<file path="src/rtl/loader_wr_queue.sv">
// loader_wr_queue
//   Write queue between the iNES ROM loader and the SDRAM controller. Loader
//   byte writes arrive as single-cycle strobes at any rate. They are buffered
//   in a circular FIFO and replayed one entry per SDRAM write slot. The
//   outputs are held stable for the whole slot period.
//
//   Optional feature macro: LOADER_WR_QUEUE_CHECKSUM_EN. When it is defined,
//   a 16-bit running sum of the accepted in_data bytes is exported on
//   'checksum'.
//
// Ports
//   clk       system clock (NES core domain)
//   reset_n   asynchronous active-low reset
//   clear     synchronous flush of queue and status; wins over push/pop
//   in_wr     loader write strobe; in_addr/in_data sampled with it
//   slot      one-cycle SDRAM write-slot pulse
//   out_we    SDRAM write enable, changes only after a slot/clear/reset
//   out_addr  SDRAM byte address
//   out_data  SDRAM byte data
//   level     number of queued entries (0..2^DEPTH_LOG2)
//   empty     level == 0
//   overflow  sticky flag, set when a push is dropped on a full queue
//   checksum  (macro only) wrapping sum of the accepted bytes
module loader_wr_queue #(
    parameter int DEPTH_LOG2 = 3,
    parameter int ADDR_W     = 22
) (
    input  logic                  clk,
    input  logic                  reset_n,
    input  logic                  clear,
    input  logic                  in_wr,
    input  logic [ADDR_W-1:0]     in_addr,
    input  logic [7:0]            in_data,
    input  logic                  slot,
    output logic                  out_we,
    output logic [ADDR_W-1:0]     out_addr,
    output logic [7:0]            out_data,
    output logic [DEPTH_LOG2:0]   level,
    output logic                  empty,
`ifdef LOADER_WR_QUEUE_CHECKSUM_EN
    output logic [15:0]           checksum,
`endif
    output logic                  overflow
);

    localparam int DEPTH = 1 << DEPTH_LOG2;
    localparam logic [DEPTH_LOG2:0] FULL = (DEPTH_LOG2+1)'(DEPTH);

    typedef struct packed {
        logic [ADDR_W-1:0] addr;
        logic [7:0]        data;
    } entry_t;

    entry_t                  r_mem [DEPTH];
    logic [DEPTH_LOG2-1:0]   r_wp;
    logic [DEPTH_LOG2-1:0]   r_rp;
    logic [DEPTH_LOG2:0]     r_level;
    logic                    r_out_we;
    logic [ADDR_W-1:0]       r_out_addr;
    logic [7:0]              r_out_data;
    logic                    r_overflow;

    logic                    w_pop;
    logic                    w_push;
    logic                    w_drop;

    // The pop decision uses the registered level, so a push arriving in the
    // same cycle as a slot on an empty queue waits for the next slot.
    assign w_pop  = slot && (r_level != '0);
    // A full queue still accepts a push when a pop frees a slot this cycle.
    // Reading r_mem[r_rp] gives the old head even when wp == rp.
    assign w_push = in_wr && ((r_level != FULL) || w_pop);
    assign w_drop = in_wr && !w_push;

    // The storage has no reset. Its contents only become visible through
    // the level count.
    always_ff @(posedge clk) begin
        if (w_push && !clear)
            r_mem[r_wp] <= '{addr: in_addr, data: in_data};
    end

    always_ff @(posedge clk or negedge reset_n) begin
        if (!reset_n) begin
            r_wp       <= '0;
            r_rp       <= '0;
            r_level    <= '0;
            r_out_we   <= 1'b0;
            r_out_addr <= '0;
            r_out_data <= '0;
            r_overflow <= 1'b0;
        end else if (clear) begin
            r_wp       <= '0;
            r_rp       <= '0;
            r_level    <= '0;
            r_out_we   <= 1'b0;
            r_overflow <= 1'b0;
        end else begin
            if (w_push)
                r_wp <= r_wp + 1'b1;
            if (w_pop) begin
                r_rp       <= r_rp + 1'b1;
                r_out_we   <= 1'b1;
                r_out_addr <= r_mem[r_rp].addr;
                r_out_data <= r_mem[r_rp].data;
            end else if (slot) begin
                // An empty slot drops the enable but keeps the last address
                // and data on the bus.
                r_out_we <= 1'b0;
            end
            case ({w_push, w_pop})
                2'b10:   r_level <= r_level + 1'b1;
                2'b01:   r_level <= r_level - 1'b1;
                default: r_level <= r_level;
            endcase
            if (w_drop)
                r_overflow <= 1'b1;
        end
    end

`ifdef LOADER_WR_QUEUE_CHECKSUM_EN
    logic [15:0] r_checksum;

    always_ff @(posedge clk or negedge reset_n) begin
        if (!reset_n)
            r_checksum <= '0;
        else if (clear)
            r_checksum <= '0;
        else if (w_push)
            r_checksum <= r_checksum + {8'h00, in_data};
    end

    assign checksum = r_checksum;
`endif

    assign out_we   = r_out_we;
    assign out_addr = r_out_addr;
    assign out_data = r_out_data;
    assign level    = r_level;
    assign empty    = (r_level == '0);
    assign overflow = r_overflow;

endmodule

</file>
<file path="config.mk">
export PLATFORM = sky130hd
export DESIGN_NAME = loader_wr_queue
export DESIGN_NICKNAME = d
export VERILOG_FILES = /design/src/rtl/loader_wr_queue.sv
export SDC_FILE = /design/constraint.sdc
export NUM_CORES = 1
export LEC_CHECK = 0
export CAP_MARGIN = 25
export CELL_PAD_IN_SITES_DETAIL_PLACEMENT = 0
export CELL_PAD_IN_SITES_GLOBAL_PLACEMENT = 1
export CORE_UTILIZATION = 44
export CTS_BUF_LIST = sky130_fd_sc_hd__clkbuf_16
export DETAILED_ROUTE_END_ITERATION = 12
export PLACE_DENSITY = 0.74
export SYNTH_ARGS = -nofsm -noshare
export SYNTH_HDL_FRONTEND = slang
export SYNTH_SLANG_ARGS = --single-unit
</file>
<file path="constraint.sdc">
create_clock -name clk -period 6.4 [get_ports clk]
set_input_delay 1.92 -clock clk [delete_from_list [all_inputs] [get_ports clk]]
set_output_delay 1.92 -clock clk [all_outputs]
set_load 0.05 [all_outputs]
</file>
==> summary.txt, run 1 <==
Logic synthesis
  – Synth top area share: 0.655
  – EDFF count, synth: 240
  – Syn Area/Cell: around 17 um2
  – Async S/R FF share, synth: 0.149
  – Leading area contributor after synthesis: edfxtp_1
  – Distinct cells, synth: 37
  – Synthesized Nets: between 700 and 800
  – Most common cell in the netlist: edfxtp_1
  – Warnings, synthesis: 0
  – Cell area after synthesis: 11000 um2
  – Sequential area share after synthesis: 0.751
  – Synth Instances: 664
  – Top FF cell, synth: edfxtp_1
  – Post-synth top cells: 240 x edfxtp_1, 124 x mux2i_1, 65 x nand2_1
  – Top post-synthesis cells by area: edfxtp_1 66%, mux2i_1 11%, dfrtp_1 9.6%
  – Seq cells post-synth: 282

CTS
  – Clock Sinks: around 280
  – Clock buffer depth: 3
  – CTS tree: built
  – Setup bufs post-CTS: 0
  – CTS resizes: 0
  – Root Buffer: clkbuf_16
  – CTS Buf Count: 28
  – Clock-pin transition on the worst setup and hold timing paths: roughly 70 ps
  – Clk_lat worst skew: roughly 540 ps
  – Post-CTS Hold Fix Bufs: 0
  – H-Tree Level Count: 1

Layout
  – Post-route design area: approximately 13000 um2
  – # diodes: 0
  – Layout area overhead: 18.8%
  – Area of the multi-input gates: ~2600 um2
  – Sequential cell area: a little over 8000 um2
  – Share of cells above drive strength 1: 0.106
  – Fillcell total: about 2000
  – Final nets: just under 800

Detailed routing
  – DRT antenna net count: 0
  – Met1 Routed Length: 9590 um
  – Mean routed wirelength per cell: ~20 um
  – DRT iter0 DRCs: around 320
  – Met3 Wirelength: 1030 um
  – Max Used Layer: met4
  – Via count: between 5000 and 6000
  – 1st-pass router iterations: 4
  – Final WL: 22000 um
  – Met2 WL: 11000 um
  – DRC Markers: 0
  – Via density: around 5.4

Die
  – Width of the chip: approximately 160 um
  – Row count: 57
  – Boundary Pins: around 70
  – Placeable Area: approximately 24000 um2
  – Starting density of the core: 0.451
  – Die height: 160 um
  – Die area: ~26000 um2

Critical path
  – Crit path DAT: 2730 ps
  – CP max-delay cell: clkdlybuf4s50_1
  – Reg2reg end: out_data[6]
  – Crit end category: output port
  – Crit path required time: about 4500 ps
  – Max incr delay on CP: about 940 ps
  – Cells along the critical path: nor4_1, clkdlybuf4s50_1
  – Setup crit start kind: flip-flop
  – Worst-path maximum fanout: 9
  – Worst reg2reg path startpoint: level[0]
  – Crit Path Class: reg2out
  – Flop-to-flop setup slack: roughly 3900 ps
  – Worst-case reg-to-reg path depth: 5

STA
  – Tmin final: 4650 ps
  – Fin Clk Skew: ~21 ps
  – Final Hold Viols: 0
  – Max-slew headroom: 0.316
  – Setup TNS: 0 ps
  – Final Setup Violations: 0
  – RSZ-0062 raised after global routing: false
  – Worst slew pin tran: between 1000 and 1500 ps
  – Worst setup margin: 1750 ps
  – Fmax: between 200 and 250 MHz
  – Pins Over Slew Limit: 0
  – Period utilization: 0.727

Power and ir drop
  – Static leakage: ~4.5 nW
  – Power Density: 386 nW/um2
  – Final Power: 5.04 mW
  – Max IR drop VDD: between 0.2 and 0.25 mV

Placement
  – Pre-CTS setup slack: between 1500 and 2000 ps
  – Port Buffers: 71
  – Post-DP HPWL: around 12000 um
  – Global placement routability congestion: 0.765
  – Placed Instance Area: ~12000 um2

Global routing
  – Pin count of the biggest net entering global routing: 49
  – Antenna violations before repair: 0
  – First-pass GRT wire length: ~35000 um
  – Global Route Usage Sum: 0.175
  – Vias in the first global route: 6179
  – GRT overflow: 0

Min path
  – Worst hold-check path type: reg2reg
  – Worst hold path depth: 2
  – Hold_sp: out_addr[5]
  – Hold EP: out_addr[5]

Flow run
  – Max-Cap Viols: 0

Status
  – Outcome: finished clean
==> power breakdown <==
part / leakage (nW) / internal, mW / switching, mW
logic: 1.33 / 0.454 / 0.805
registers: 2.70 / 2.14 / 0.122
clock network: 0.436 / 0.860 / 0.661
total: 4.47 / 3.45 / 1.59
==> state kept, by name (all words and copies together), names as in the netlist <==
name / count
r_rp: 3
out_we: 1
r_wp: 3
overflow: 1
out_addr: 22
out_data: 8
r_mem: 240
level: 4
==> cell type report <==
cell class	count	area share
repair buffers	91	0.0686
clock buffers	29	0.0556
flip-flops and latches	282	0.632
well taps	324	0.0310
inverters	2	0.000575
clock inverters	22	0.0106
multi-input cells	344	0.201
==> logic make-up after synthesis <==
kind of cell | Yosys count | synth area share
flops | 282 | 0.751
xor+xnor | 5 | 0.00398
buf+inv | 38 | 0.0158
simple gates | 136 | 0.0551
fa+ha+maj | 5 | 0.00637
mux | 127 | 0.117
compound gates | 71 | 0.0512
==> critical path, delay by kind of cell (launching register included) <==
| kind | cells | cell delay, ps |
|---|---|---|
| buffers and inverters | 1 | 940 |
| AND/OR/NAND/NOR | 1 | 740 |
| flip-flops | 1 | 510 |
==> worst max-delay path by stage <==
stage / startpoint / end / slack, ps / cells after the start
floorplan: in_wr / r_mem[0][0] / 270 / 3
global placement: clear / r_mem[3][1] / 1830 / 3
detailed placement: clear / r_mem[3][2] / 1760 / 3
CTS: level[0] / empty / 1750 / 2
global route: level[0] / empty / 1690 / 2
finish: level[0] / empty / 1750 / 2
==> cell usage in the layout (no fill, tap or decap), drive strengths merged, types with 4 or more instances in the layout <==
cell,n
ha,4
buf,21
nor2,19
dfrtp,42
nor2b,5
mux2i,124
clkdlybuf4s50,70
nor3,5
clkbuf,29
a22oi,60
nand2,65
edfxtp,240
nand3,30
inv,5
clkinv,17
==> layer usage <==
layer	vias up	global-route usage
met2	132	0.307
met3	30	0.0255
met5	-	0
li1	2732	-
met1	2974	0.226
met4	0	0.0494
==> per-stage QoR <==
stage          cells   util  hold slack (ps)
2_1_floorplan    664      -              558
3_5_place_dp    1041  0.498              463
6_report        1094  0.536              473
4_1_cts         1092  0.533              480
3_3_place_gp    1041  0.498              458
5_1_grt         1094  0.536              500
Note: power is estimated with default switching activity, not from simulation.
==> inputs of run 2 (changes only) <==
- PLACE_DENSITY: 0.74 -> 0.77
- clock period: 6.4 -> 3.92 ns (I/O delays scaled with it)
==> summary.txt, run 2 (synthesis results as in run 1) <==
CTS
  – CTS Buf Count: 28 (unchanged)
  – Root Buffer: clkbuf_16
  – Clock buffer depth: 3 (unchanged)
  – Clock Sinks: 282 (unchanged)
  – CTS tree: built
  – Clk_lat worst skew: 540 ps (about the same)
  – Post-CTS Hold Fix Bufs: 0 (unchanged)
  – H-Tree Level Count: 1 (unchanged)
  – Clock-pin transition on the worst setup and hold timing paths: 60 ps (about the same)

Die
  – Starting density of the core: 0.451 (unchanged)
  – Row count: 57 (unchanged)
  – Boundary Pins: 72 (unchanged)
  – Placeable Area: 24400 um2 (unchanged)
  – Width of the chip: 160 um (unchanged)
  – Die area: 25600 um2 (unchanged)
  – Die height: 160 um (unchanged)

Power and ir drop
  – Static leakage: 4.55 nW (+1.9%)
  – Power Density: 642 nW/um2 (+66%)
  – Max IR drop VDD: 0.349 mV (+50%)

Layout
  – # diodes: 0 (unchanged)
  – Layout area overhead: 20.3%
  – Commonest non-fill, non-tap cell in the layout: edfxtp_1
  – Max reg flops: 240 (unchanged)
  – Final Non-Filler Cells: 1102 (+0.73%)
  – Final nets: 796 (+0.89%)
  – Most flops, register: r_mem
  – Share of cells above drive strength 1: 0.123 (+0.0169)
  – Highest-count cells in the layout ignoring fill and taps: 240 x edfxtp_1, 124 x mux2i_1, 70 x clkdlybuf4s50_1
  – Post-route design area: 13200 um2 (+1.3%)

Critical path
  – Crit Path Class: reg2out
  – Setup crit start kind: flip-flop
  – Crit path required time: 2740 ps (-1740 ps)
  – Crit end category: output port
  – Crit path DAT: 2450 ps (-280 ps)
  – Worst-path maximum fanout: 8 (-1)

STA
  – Final Setup Violations: 0 (unchanged)
  – Worst slew pin tran: 1010 ps (-12.8 ps)
  – Pins Over Slew Limit: 0 (unchanged)
  – Setup TNS: 0 ps (unchanged)
  – Max-slew headroom: 0.325 (+0.00855)
  – RSZ-0062 raised after global routing: false
  – Fmax: around 280 MHz
  – Fin Clk Skew: 9.72 ps (-11.5 ps)
  – Final Hold Viols: 0 (unchanged)
  – Period utilization: 0.924
  – Tmin final: roughly 3600 ps

Placement
  – Global placement routability congestion: 0.717 (-6.2%)
  – Port Buffers: 71 (unchanged)
  – Cells after DPL: 1048 (+0.67%)
  – Placed Instance Area: 12200 um2 (+0.73%)
  – Post-DP HPWL: 13300 um (+6.9%)

Flow run
  – Max-Cap Viols: 0 (unchanged)

Global routing
  – Vias in the first global route: 6072 (-1.7%)
  – Pin count of the biggest net entering global routing: 46 (-6.1%)
  – Global Route Usage Sum: 0.177 (+0.00215)
  – First-pass GRT wire length: 34700 um (about the same)
  – Antenna violations before repair: 0 (unchanged)
  – GRT overflow: 0 (unchanged)

Detailed routing
  – Mean routed wirelength per cell: 20.3 um (+0.73%)
  – DRT iter0 DRCs: 428 (+32%)
  – 1st-pass router iterations: 5 (+1)
  – DRT antenna net count: 0 (unchanged)
  – Via density: 5.37 (+0.10%)
  – Via count: 5917 (+0.84%)
  – Final WL: 22300 um (+1.5%)
  – DRC Markers: 0 (unchanged)

Status
  – Outcome: finished clean

Min path
  – Worst hold-check path type: reg2reg
run 2: final timing paths:
| path | cells after the start | startpoint | slack, ps | endpoint |
|---|---|---|---|---|
| setup / recovery | 2 | level[1] | 300 | empty |
| hold / removal | 2 | out_data[5] | 470 | out_data[5] |
| setup reg to reg | 7 | level[1] | 1450 | level[3] |
| hold reg to reg | 2 | out_data[5] | 470 | out_data[5] |
| max in group asynchronous | 2 | reset_n | 2480 | out_data[0] |
| min in group asynchronous | 1 | reset_n | 660 | out_addr[1] |
run 2: final cells by class:
cell class                 count  area, um2
clock buffer                  29        726
clock inverter                23        228
fill                        1943      11200
inverter                       2       7.51
multi-input combinational    344       2660
sequential                   282       8260
tap                          324        405
timing repair buffer          98        948
run 2: metrics by stage:
stage	power [mW]	worst slack, ps	util	hold WS (ps)
final	8.49	296	0.543	472
after global routing	8.84	183	0.543	502
after CTS	8.56	109	0.541	477
after detailed placement	5.85	516	0.501	462
after global placement	5.80	522	0.501	460
after floorplan	5.14	-382	-	558
run 2: power by group:
group	total (mW)	leakage (nW)	switching, mW	internal [mW]
combinational	2.11	1.37	1.35	0.764
clock	2.70	0.484	1.09	1.61
sequential	3.68	2.70	0.194	3.49
run 2: worst max-delay path, cell delays in order (launching register included):
cell and delay, ps:
dfrtp_1 510, nor4_2 500, clkdlybuf4s50_1 890
run 2: metal layers:
layer,up-vias,global-route usage,share of wire
met5,-,0,0
met4,0,0.0528,0.019
met3,35,0.0291,0.052
met2,157,0.304,0.50
met1,2973,0.231,0.43
li1,2752,-,-
run 2: what timing repair did:
| item | CTS | global route |
|---|---|---|
| setup buffers | 0 | 0 |
| setup endpoints to repair | 0 | 1 |
| gates resized for setup | 0 | 1 |
| hold endpoints to repair | 0 | 0 |
